File: config.mk
export PLATFORM = sky130hd
export DESIGN_NAME = sd_req_arbiter_flat
export DESIGN_NICKNAME = d
export VERILOG_FILES = /design/src/rtl/sd_req_arbiter_pkg.sv /design/src/rtl/sd_req_arbiter_if.sv /design/src/rtl/sd_req_arbiter_rr_pick.sv /design/src/rtl/sd_req_arbiter.sv /design/src/flat_wrapper.sv
export SDC_FILE = /design/constraint.sdc
export NUM_CORES = 1
export LEC_CHECK = 0
export BUFFER_PORTS_ARGS = -buffer_cell sky130_fd_sc_hd__clkbuf_2
export CAP_MARGIN = 20
export CORE_MARGIN = 10
export CORE_UTILIZATION = 45
export CTS_CLUSTER_DIAMETER = 60
export DETAILED_ROUTE_END_ITERATION = 16
export PLACE_DENSITY = 0.7
export SLEW_MARGIN = 25
export SYNTH_ARGS = -nofsm -noshare
export SYNTH_HDL_FRONTEND = slang
export SYNTH_SLANG_ARGS = --single-unit
File: constraint.sdc
create_clock -name clk_sys -period 1.7 [get_ports clk_sys]
set_input_delay 0 -clock clk_sys [delete_from_list [all_inputs] [get_ports clk_sys]]
set_output_delay 0 -clock clk_sys [all_outputs]
set_load 0.01 [all_outputs]
File: src/rtl/sd_req_arbiter_pkg.sv
// sd_arb_pkg: shared states, widths and pointer wrap helper for the SD request arbiter.
package sd_arb_pkg;
    typedef enum logic [1:0] {IDLE, ISSUE, XFER, DONE} state_t;
    localparam int TO_W = 24;
    localparam int MAX_REQ = 4;
    function automatic logic [1:0] wrap_add(input logic [1:0] a, input int b, input int n);
        int s;
        s = int'(a) + b;
        return 2'(s >= n ? s - n : s);
    endfunction
endpackage

File: src/rtl/sd_req_arbiter_if.sv
// sd_req_arbiter_if: requester strobes plus the shared SD block channel of the HPS bridge.
interface sd_req_arbiter_if #(parameter int NREQ = 2);
    logic [32*NREQ-1:0] req_lba;
    logic [NREQ-1:0]    req_rd, req_wr, req_busy, req_done, req_err, sd_rd, sd_wr;
    logic [31:0]        sd_lba;
    logic               sd_ack, grant_valid;
    logic [1:0]         grant_idx;
    modport master(
        output req_lba, req_rd, req_wr, sd_ack,
        input  req_busy, req_done, req_err, sd_lba, sd_rd, sd_wr, grant_valid, grant_idx
    );
    modport slave(
        input  req_lba, req_rd, req_wr, sd_ack,
        output req_busy, req_done, req_err, sd_lba, sd_rd, sd_wr, grant_valid, grant_idx
    );
endinterface

File: src/rtl/sd_req_arbiter_rr_pick.sv
// sd_rr_pick: first pending requester at or after the pointer, wrapping modulo NREQ.
module sd_rr_pick
    import sd_arb_pkg::*;
#(
    parameter int NREQ = 2
) (
    input  logic [NREQ-1:0] i_pend,
    input  logic [1:0]      i_ptr,
    output logic            o_found,
    output logic [1:0]      o_idx
);
    always_comb begin
        o_found = 1'b0;
        o_idx   = '0;
        // Scan farthest distance first so the nearest pending index overwrites.
        for (int k = NREQ - 1; k >= 0; k--)
            for (int i = 0; i < NREQ; i++)
                if (i_pend[i] && wrap_add(i_ptr, k, NREQ) == 2'(i)) begin
                    o_found = 1'b1;
                    o_idx   = 2'(i);
                end
    end
endmodule

File: src/rtl/sd_req_arbiter.sv
// sd_req_arbiter: round-robin sharing of the HPS SD block channel among NREQ virtual disks.
module sd_req_arbiter
    import sd_arb_pkg::*;
#(
    parameter int              NREQ        = 2,
    parameter logic [TO_W-1:0] ACK_TIMEOUT = 24'hFFFFFF
) (
    input logic             clk_sys,
    input logic             reset,
    sd_req_arbiter_if.slave bus
);
    state_t          r_state, w_nstate;
    logic [NREQ-1:0] r_pend_rd, r_pend_wr, r_busy, r_done, r_err, r_sd_rd, r_sd_wr;
    logic [NREQ-1:0] w_set_rd, w_set_wr, w_cap_err, w_clr, w_to_err, w_done_n;
    logic [NREQ-1:0] w_g_oh, w_n_oh, w_oh_n, w_pend_rd_n, w_pend_wr_n;
    logic [31:0]     r_lba [NREQ];
    logic [31:0]     w_lba_in [NREQ];
    logic [31:0]     r_sd_lba, w_sel_lba;
    logic [1:0]      r_ptr, r_grant, w_ptr_n, w_idx;
    logic [TO_W-1:0] r_cnt, w_cnt_n;
    logic            r_is_wr, r_gv, w_found, w_sel_wr, w_n_wr;

    sd_rr_pick #(.NREQ(NREQ)) u_pick (
        .i_pend (r_busy),
        .i_ptr  (r_ptr),
        .o_found(w_found),
        .o_idx  (w_idx)
    );

    // A strobe on a busy requester (including its DONE cycle) is rejected; rd wins over wr.
    always_comb begin
        w_sel_lba = '0;
        w_sel_wr  = 1'b0;
        for (int i = 0; i < NREQ; i++) begin
            w_lba_in[i]  = bus.req_lba[32*i +: 32];
            w_g_oh[i]    = r_grant == 2'(i);
            w_n_oh[i]    = w_idx == 2'(i);
            w_cap_err[i] = (bus.req_rd[i] | bus.req_wr[i]) & (r_busy[i] | (bus.req_rd[i] & bus.req_wr[i]));
            w_set_rd[i]  = bus.req_rd[i] & ~r_busy[i];
            w_set_wr[i]  = bus.req_wr[i] & ~bus.req_rd[i] & ~r_busy[i];
            if (w_n_oh[i]) begin
                w_sel_lba = r_lba[i];
                w_sel_wr  = r_pend_wr[i];
            end
        end
    end

    always_comb begin
        w_nstate = r_state;
        w_ptr_n  = r_ptr;
        w_cnt_n  = '0;
        w_clr    = '0;
        w_to_err = '0;
        w_done_n = '0;
        case (r_state)
            IDLE:  w_nstate = w_found ? ISSUE : IDLE;
            ISSUE: begin
                if (bus.sd_ack) w_nstate = XFER;
                else if (r_cnt == ACK_TIMEOUT - 1'b1) begin
                    w_nstate = IDLE;
                    w_clr    = w_g_oh;
                    w_to_err = w_g_oh;
                    w_ptr_n  = wrap_add(r_grant, 1, NREQ);
                end else w_cnt_n = r_cnt + 1'b1;
            end
            XFER: if (!bus.sd_ack) begin
                w_nstate = DONE;
                w_done_n = w_g_oh;
            end
            DONE: begin
                w_nstate = IDLE;
                w_clr    = w_g_oh;
                w_ptr_n  = wrap_add(r_grant, 1, NREQ);
            end
            default: w_nstate = IDLE;
        endcase
        w_pend_rd_n = (r_pend_rd & ~w_clr) | w_set_rd;
        w_pend_wr_n = (r_pend_wr & ~w_clr) | w_set_wr;
        w_oh_n      = (r_state == IDLE) ? w_n_oh : w_g_oh;
        w_n_wr      = (r_state == IDLE) ? w_sel_wr : r_is_wr;
    end

    always_ff @(posedge clk_sys) begin
        if (reset) begin
            r_state   <= IDLE;
            r_ptr     <= '0;
            r_cnt     <= '0;
            r_grant   <= '0;
            r_is_wr   <= 1'b0;
            r_pend_rd <= '0;
            r_pend_wr <= '0;
            r_busy    <= '0;
            r_done    <= '0;
            r_err     <= '0;
            r_sd_rd   <= '0;
            r_sd_wr   <= '0;
            r_sd_lba  <= '0;
            r_gv      <= 1'b0;
            r_lba     <= '{default: '0};
        end else begin
            r_state   <= w_nstate;
            r_ptr     <= w_ptr_n;
            r_cnt     <= w_cnt_n;
            r_pend_rd <= w_pend_rd_n;
            r_pend_wr <= w_pend_wr_n;
            r_busy    <= w_pend_rd_n | w_pend_wr_n;
            r_done    <= w_done_n;
            r_err     <= w_cap_err | w_to_err;
            r_sd_rd   <= (w_nstate == ISSUE && !w_n_wr) ? w_oh_n : '0;
            r_sd_wr   <= (w_nstate == ISSUE && w_n_wr) ? w_oh_n : '0;
            r_gv      <= w_nstate != IDLE;
            if (r_state == IDLE && w_found) begin
                r_grant  <= w_idx;
                r_sd_lba <= w_sel_lba;
                r_is_wr  <= w_sel_wr;
            end
            for (int i = 0; i < NREQ; i++)
                if (w_set_rd[i] | w_set_wr[i]) r_lba[i] <= w_lba_in[i];
        end
    end

    assign bus.req_busy    = r_busy;
    assign bus.req_done    = r_done;
    assign bus.req_err     = r_err;
    assign bus.sd_rd       = r_sd_rd;
    assign bus.sd_wr       = r_sd_wr;
    assign bus.sd_lba      = r_sd_lba;
    assign bus.grant_valid = r_gv;
    assign bus.grant_idx   = r_grant;
endmodule
File: src/flat_wrapper.sv
// flat-port wrapper written by rule: the top's interface ports become plain ports
module sd_req_arbiter_flat import sd_arb_pkg::*;
#(
    parameter int              NREQ        = 2,
    parameter logic [TO_W-1:0] ACK_TIMEOUT = 24'hFFFFFF
)
  (clk_sys, reset, bus_req_lba, bus_req_rd, bus_req_wr, bus_sd_ack, bus_req_busy, bus_req_done, bus_req_err, bus_sd_lba, bus_sd_rd, bus_sd_wr, bus_grant_valid, bus_grant_idx);
  sd_req_arbiter_if #(.NREQ(NREQ)) bus_i ();
  input logic clk_sys;
  input logic reset;
  input wire logic [$bits(bus_i.req_lba)-1:0] bus_req_lba;
  input wire logic [$bits(bus_i.req_rd)-1:0] bus_req_rd;
  input wire logic [$bits(bus_i.req_wr)-1:0] bus_req_wr;
  input wire logic [$bits(bus_i.sd_ack)-1:0] bus_sd_ack;
  output wire logic [$bits(bus_i.req_busy)-1:0] bus_req_busy;
  output wire logic [$bits(bus_i.req_done)-1:0] bus_req_done;
  output wire logic [$bits(bus_i.req_err)-1:0] bus_req_err;
  output wire logic [$bits(bus_i.sd_lba)-1:0] bus_sd_lba;
  output wire logic [$bits(bus_i.sd_rd)-1:0] bus_sd_rd;
  output wire logic [$bits(bus_i.sd_wr)-1:0] bus_sd_wr;
  output wire logic [$bits(bus_i.grant_valid)-1:0] bus_grant_valid;
  output wire logic [$bits(bus_i.grant_idx)-1:0] bus_grant_idx;
  assign bus_i.req_lba = bus_req_lba;
  assign bus_i.req_rd = bus_req_rd;
  assign bus_i.req_wr = bus_req_wr;
  assign bus_i.sd_ack = bus_sd_ack;
  assign bus_req_busy = bus_i.req_busy;
  assign bus_req_done = bus_i.req_done;
  assign bus_req_err = bus_i.req_err;
  assign bus_sd_lba = bus_i.sd_lba;
  assign bus_sd_rd = bus_i.sd_rd;
  assign bus_sd_wr = bus_i.sd_wr;
  assign bus_grant_valid = bus_i.grant_valid;
  assign bus_grant_idx = bus_i.grant_idx;
  sd_req_arbiter #(.NREQ(NREQ), .ACK_TIMEOUT(ACK_TIMEOUT)) u_core (.clk_sys(clk_sys), .reset(reset), .bus(bus_i));
endmodule
=== Word-level counts from Yosys, hierarchy flattened ===
Cells that the tools add are included.

* Logic and storage cells: 115
* Bits in registers: 142
* Output and inout bits: 45

* Bitwise logic cells: 31
* $add $sub $neg: 6
* Magnitude comparators: 3
* Reduce and logical (&&, ||, !) cells: 20
* Equal/unequal tests: 11
* Muxes and demuxes: 28

{| class="wikitable"
|+ Operator list
! operator !! number
|-
| 2-to-1 mux 32 bit || 2
|-
| 2-to-1 mux 2 bit || 14
|-
| adder 24 x 1 -> 24 bit (second input constant) || 1
|-
| equality test 24 bit (second input constant) || 1
|-
| equality test 2 x 1 -> 1 bit (second input constant) || 6
|-
| bitwise AND 1 bit || 10
|-
| zero test 2 bit || 5
|-
| 2-to-1 mux 1 bit || 9
|-
| inverter 1 bit || 8
|-
| bitwise OR 2 bit || 4
|-
| one-hot mux 2 bit (2 select lines) || 2
|-
| one-hot mux 2 bit (4 select lines) || 1
|-
| logical AND 1 bit || 7
|-
| adder 2 x 1 -> 3 bit (second input constant) || 2
|-
| greater-or-equal comparator 3 x 2 -> 1 bit (second input constant) || 2
|-
| bitwise OR 1 bit || 6
|-
| subtractor 2 bit (second input constant) || 3
|-
| bitwise AND 2 bit || 2
|-
| equality test 2 bit (second input constant) || 2
|-
| nonzero test 2 bit || 2
|-
| OR reduction 2 bit || 2
|-
| OR reduction 4 bit || 1
|-
| AND reduction 3 bit || 1
|-
| OR reduction 3 bit || 1
|-
| 5 further kinds || 5
|}

=== Logic depth before layout (Yosys ltp) ===
* Depth after elaboration: 16
* Gate-level depth with buffers: 8

=== By module ===
A second synthesis with hierarchy kept.

* Cells, all modules: 710
* Area, all modules: 5806.8 um^2

{| class="wikitable"
|+ By module, submodules not included
! module !! sequential area each (um^2) !! area an instance (um^2) !! cells each !! times used
|-
| sd_req_arbiter || 2842.7 || 5773.0 || 704 || 1
|-
| sd_rr_pick || 0.0 || 33.8 || 6 || 1
|}

=== Worst setup path before layout ===
OpenSTA, ideal clock, no wires.

* Kind: flip-flop to flip-flop
* Start: register u_core.r_cnt[17]
* End: register u_core.r_ptr[0]
* Cell stages (with the launch flop): 6
* Library setup time: 103 ps
* Setup slack: 102 ps
* Period minus slack after synthesis: 1598 ps
* Data arrival time: 1495 ps
* Cells stage by stage: dfxtp_1 -> nand4_2 -> nor4_4 -> nand3_2 -> or2_0 -> a2111oi_2

* Word-level cells in the longest chain between the ends: 3

{| class="wikitable"
|+ Ends and longest elaborated chain
! item !! line !! RTL
|-
| start: declaration || sd_req_arbiter.sv:20 || <nowiki>logic [TO_W-1:0] r_cnt, w_cnt_n;</nowiki>
|-
| start signal: assignment || sd_req_arbiter.sv:103 || <nowiki>r_cnt <= w_cnt_n;</nowiki>
|-
| equality test 24 bit || sd_req_arbiter.sv:59 || <nowiki>else if (r_cnt == ACK_TIMEOUT - 1'b1) begin</nowiki>
|-
| inequality test 2 x 1 -> 1 bit (no source line) || -- ||
|-
| AND reduction 3 bit (no source line) || -- ||
|-
| end signal: assignment || sd_req_arbiter.sv:102 || <nowiki>r_ptr <= w_ptr_n;</nowiki>
|-
| end: declaration || sd_req_arbiter.sv:19 || <nowiki>logic [1:0] r_ptr, r_grant, w_ptr_n, w_idx;</nowiki>
|}

No other way between the ends.
A chain may end at the register's enable or synchronous reset.

=== Worst setup path in the final report ===
* Start: register u_core.r_cnt[0]
* End: register u_core.r_busy[1] (netlist: u_core.bus.req_busy[1])

* Word-level cells in the longest chain between the ends: 8

{| class="wikitable"
|+ Ends and longest elaborated chain
! item !! line !! RTL
|-
| equality test 24 bit (*) || sd_req_arbiter.sv:59 ||
|-
| 2-to-1 mux 2 bit (*) || sd_req_arbiter.sv:59 ||
|-
| 2-to-1 mux 2 bit (*) || sd_req_arbiter.sv:58 || <nowiki>if (bus.sd_ack) w_nstate = XFER;</nowiki>
|-
| one-hot mux 2 bit (2 select lines) (*) || sd_req_arbiter.sv:55 || <nowiki>case (r_state)</nowiki>
|-
| inverter 2 bit (*) || sd_req_arbiter.sv:77, sd_req_arbiter.sv:78 ||
|-
| bitwise AND 2 bit (on tied branches) || sd_req_arbiter.sv:77, sd_req_arbiter.sv:78 ||
|-
| bitwise OR 2 bit (on tied branches) || sd_req_arbiter.sv:77, sd_req_arbiter.sv:78 ||
|-
| bitwise OR 2 bit (*) || sd_req_arbiter.sv:106 || <nowiki>r_busy <= w_pend_rd_n | w_pend_wr_n;</nowiki>
|-
| end signal: assignment || sd_req_arbiter.sv:106 ||
|-
| end: declaration || sd_req_arbiter.sv:13 || <nowiki>logic [NREQ-1:0] r_pend_rd, r_pend_wr, r_busy, r_done, r_err, r_sd_rd, r_sd_wr;</nowiki>
|}

Every way passes the cells marked *; elsewhere a longest branch is shown, timed or not.

==> run_results.csv <==
group,metric,value,unit
status,outcome,"finished, final reports clean",
final_layout,fin_nets,956,
die,dieWidth,130.4,um
hold_path,min_path_type,"input pin to flop",
logic_synthesis,synth_warnings,0,
final_layout,multi_input_area,0.002610,mm^2
critical_path,cp-end-kind,"flop",
critical_path,crit_fanout,4,
critical_path,startpoint_type,"flop",
clock_network,cts_made_buffers,17,
sta,clock_skew,5.803,ps
sta,final-setup-viol-count,0,
logic_synthesis,synthMuxAreaShare,0,%
critical_path,crit_type,"flop to flop",
logic_synthesis,synth_xor_area_share,3.514,%
logic_synthesis,synth_top_family_by_area,"simple AND/OR/NAND/NOR gates",
sta,hold_violations,0,
logic_synthesis,ys_async_sr_fraction,0,%
logic_synthesis,synth_fa_ha_area_share,0.6390,%
global_route,grt_overflow_total,0,
drt,ant_nets,0,
power_and_ir_drop,p_per_area,1197,mW/mm^2
clock_network,cts_tree,"built",
place,io_buffer_count,114,
clock_network,cts.sinks,140,
sta,timing.final.crit_share,96.74,%
place,gp_congestion,0.8721,
drt,dr.pass1.iters,5,
die,core_area,0.01196,mm^2
logic_synthesis,synth.distinct_cells,47,
logic_synthesis,synth_seq_cells,140,
sta,max_clock_freq,608.1,MHz
final_layout,final_layout_size_suffix_gt1_share,24.78,%
global_route,gr-usage-all-layers,19.04,%
flow_run,drv_cap,0,
die,ios,116,
drt,post-route-drc-count,0,
logic_synthesis,synthesis.area,0.005483,mm^2
logic_synthesis,ys.flop_type,"dfxtp_1",
drt,num_vias,5472,
sta,drv_slew,0,
clock_network,clock_path_buffers,2,
die,row_count,40,
logic_synthesis,postSynthCellCount,688,
drt,post_drt_wl_per_cell,15.64,um
global_route,grt_pass1_vias,5403,
die,die_area,0.01700,mm^2
global_route,grt_max_degree,54,
critical_path,required,1980,ps
logic_synthesis,synth-simple-area-share,26.06,%
sta,rsz0062_at_grt,"yes",
hold_path,hold_depth,2,
logic_synthesis,ys_seq_area_share,51.12,%
drt,drt_iter0_markers,492,
final_layout,fill_cells,962,
final_layout,final_common_cell,"nand2_1",
clock_network,cts_htree_levels,4,
final_layout,seqCellArea,0.002815,mm^2
final_layout,area_growth,44.64,%
drt,drt_wl_total,16.32,mm
sta,whs,22.15,ps
final_layout,utilization,66.30,%
global_route,antenna_found_initial,0,
logic_synthesis,synth_area_per_cell,7.969,um^2
logic_synthesis,synth_edf_count,0,
clock_network,clk_latency,420,ps
power_and_ir_drop,p_leak,3.218,nW
die,start_util,45.84,%
power_and_ir_drop,irDropWorstVdd,0.0006928,V
sta,period_needed,1645,ps
sta,slew_headroom,52.90,%
critical_path,crit_arrival,1920,ps
critical_path,reg2reg_depth,8,
sta,worst_pin_slew,706.5,ps
logic_synthesis,synth-compound-area-share,14.76,%
clock_network,clk_pin_slew,60,ps
drt,post_drt_via_cell_ratio,5.241,
final_layout,final_cell_mix,"208 x nand2_1, 134 x dfxtp_1, 113 x clkbuf_2, 80 x nor2_1, 72 x a21oi_1",
die,chipHeight,130.4,um
place,dp_hpwl,10.36,mm
global_route,grt_pass1_wl,25.98,mm
clock_network,cts-root-buf,"clkbuf_16",
logic_synthesis,syn-num-nets,761,
==> per-stage QoR <==
| step | worst slack (ps) | area (um^2) | setup TNS, ps | instances | total power [mW] |
|---|---|---|---|---|---|
| detailed placement | -0.6678 | 6384 | -0.6678 | 936 | 5.255 |
| finish | 55.47 | 7930 | 0 | 1044 | 9.496 |
| global placement | 85.50 | 6384 | 0 | 936 | 5.212 |
| floorplan | 101.5 | 5483 | 0 | 688 | 4.654 |
| global route | -82.37 | 7928 | -413.5 | 1043 | 9.898 |
| CTS | 5.530 | 7736 | 0 | 1036 | 9.494 |
==> cells by family (layout without fill, tap and decap cells) <==
kind of cell / Yosys count / after routing
AO/OA/AOI/OAI: 128 / 128
XOR/XNOR: 22 / 22
adder cells (fa/ha/maj): 3 / 3
buffers and inverters: 53 / 261
flip-flops: 140 / 140
other: 1 / 2
AND/OR/NAND/NOR: 341 / 341
==> worst paths after layout <==
check | from | end | slack, ps
worst max-delay path | u_core.r_cnt[0] | u_core.bus.req_busy[1] | 60
worst min-delay path | reset | u_core.bus.grant_idx[0] | 20
worst max register to register | u_core.r_cnt[0] | u_core.bus.req_busy[1] | 60
worst min register to register | u_core.r_lba[46] | u_core.r_lba[46] | 450
==> critical path: stages, from the launching register on <==
cell      delay, ps
dfxtp_4         360
inv_4            50
ha_4            120
nand3_4          60
nor4_4          250
buf_4           180
a31oi_4         110
nor3_4          270
a211oi_2        100
==> flip-flops by register name, indices dropped and copies added, names as in the netlist <==
signal / count
u_core.bus.req_busy: 2
u_core.bus.req_err: 2
u_core.bus.sd_wr: 2
u_core.bus.sd_rd: 2
u_core.r_is_wr: 1
u_core.r_lba: 64
u_core.r_pend_rd: 2
u_core.bus.sd_lba: 32
u_core.r_state: 2
u_core.r_cnt: 24
u_core.bus.grant_idx: 1
u_core.r_ptr: 1
u_core.bus.req_done: 2
u_core.bus.grant_valid: 1
u_core.r_pend_wr: 2
==> what timing repair did <==
item                                   4_1_cts  5_1_grt
setup endpoints to repair                    2       26
setup buffers                                0        7
gates resized for setup                      2       35
gates cloned                                 0        0
endpoints found under the hold margin       73        0
pin swaps                                    0       13
hold buffers                                68        0
==> where the power goes <==
part | internal, mW | switching (mW)
Clock | 2.69 | 1.43
Combinational | 0.657 | 0.919
Sequential | 3.59 | 0.206
Total | 6.94 | 2.56
==> per-layer routing <==
layer / share of wire (%) / wire [um] / vias to the layer above / track usage (%)
li1: - / - / 2696 / -
met1: 42 / 6845 / 2558 / 21.69
met2: 50 / 8117 / 175 / 32.34
met3: 5.8 / 951 / 43 / 5.278
met4: 2.5 / 409 / 0 / 9.222
met5: 0 / 0 / - / 0
==> synthesized netlist by cell type (2+ instances only) <==
| library cell | instances | area, um^2 |
|---|---|---|
| buf_2 | 3 | 15.01 |
| a311oi_1 | 33 | 289.0 |
| nand3_1 | 9 | 45.04 |
| ha_1 | 2 | 25.02 |
| xnor2_1 | 14 | 122.6 |
| nand2_1 | 208 | 780.8 |
| and3_1 | 3 | 18.77 |
| a31oi_1 | 6 | 37.54 |
| a21boi_0 | 2 | 15.01 |
| a211oi_1 | 2 | 15.01 |
| nand2b_1 | 2 | 12.51 |
| nand4_1 | 8 | 50.05 |
| a21oi_1 | 72 | 360.4 |
| nor3_1 | 10 | 50.05 |
| buf_4 | 2 | 15.01 |
| nor2_1 | 85 | 319.1 |
| o21ai_0 | 5 | 25.02 |
| inv_1 | 6 | 22.52 |
| dfxtp_1 | 140 | 2803 |
| xor2_1 | 8 | 70.07 |
| clkbuf_1 | 40 | 150.1 |
| nor4_2 | 3 | 37.54 |
==> layout make-up <==
| type | instances | area share [%] |
|---|---|---|
| antenna | 1 | 0.03156 |
| clock buffer | 19 | 5.712 |
| clock inverter | 13 | 2.698 |
| inverter | 7 | 0.3944 |
| multi-input combinational | 495 | 32.91 |
| sequential | 140 | 35.50 |
| tap | 147 | 2.319 |
| timing repair buffer | 222 | 20.43 |
No activity file was read; power rests on OpenSTA's default activity.
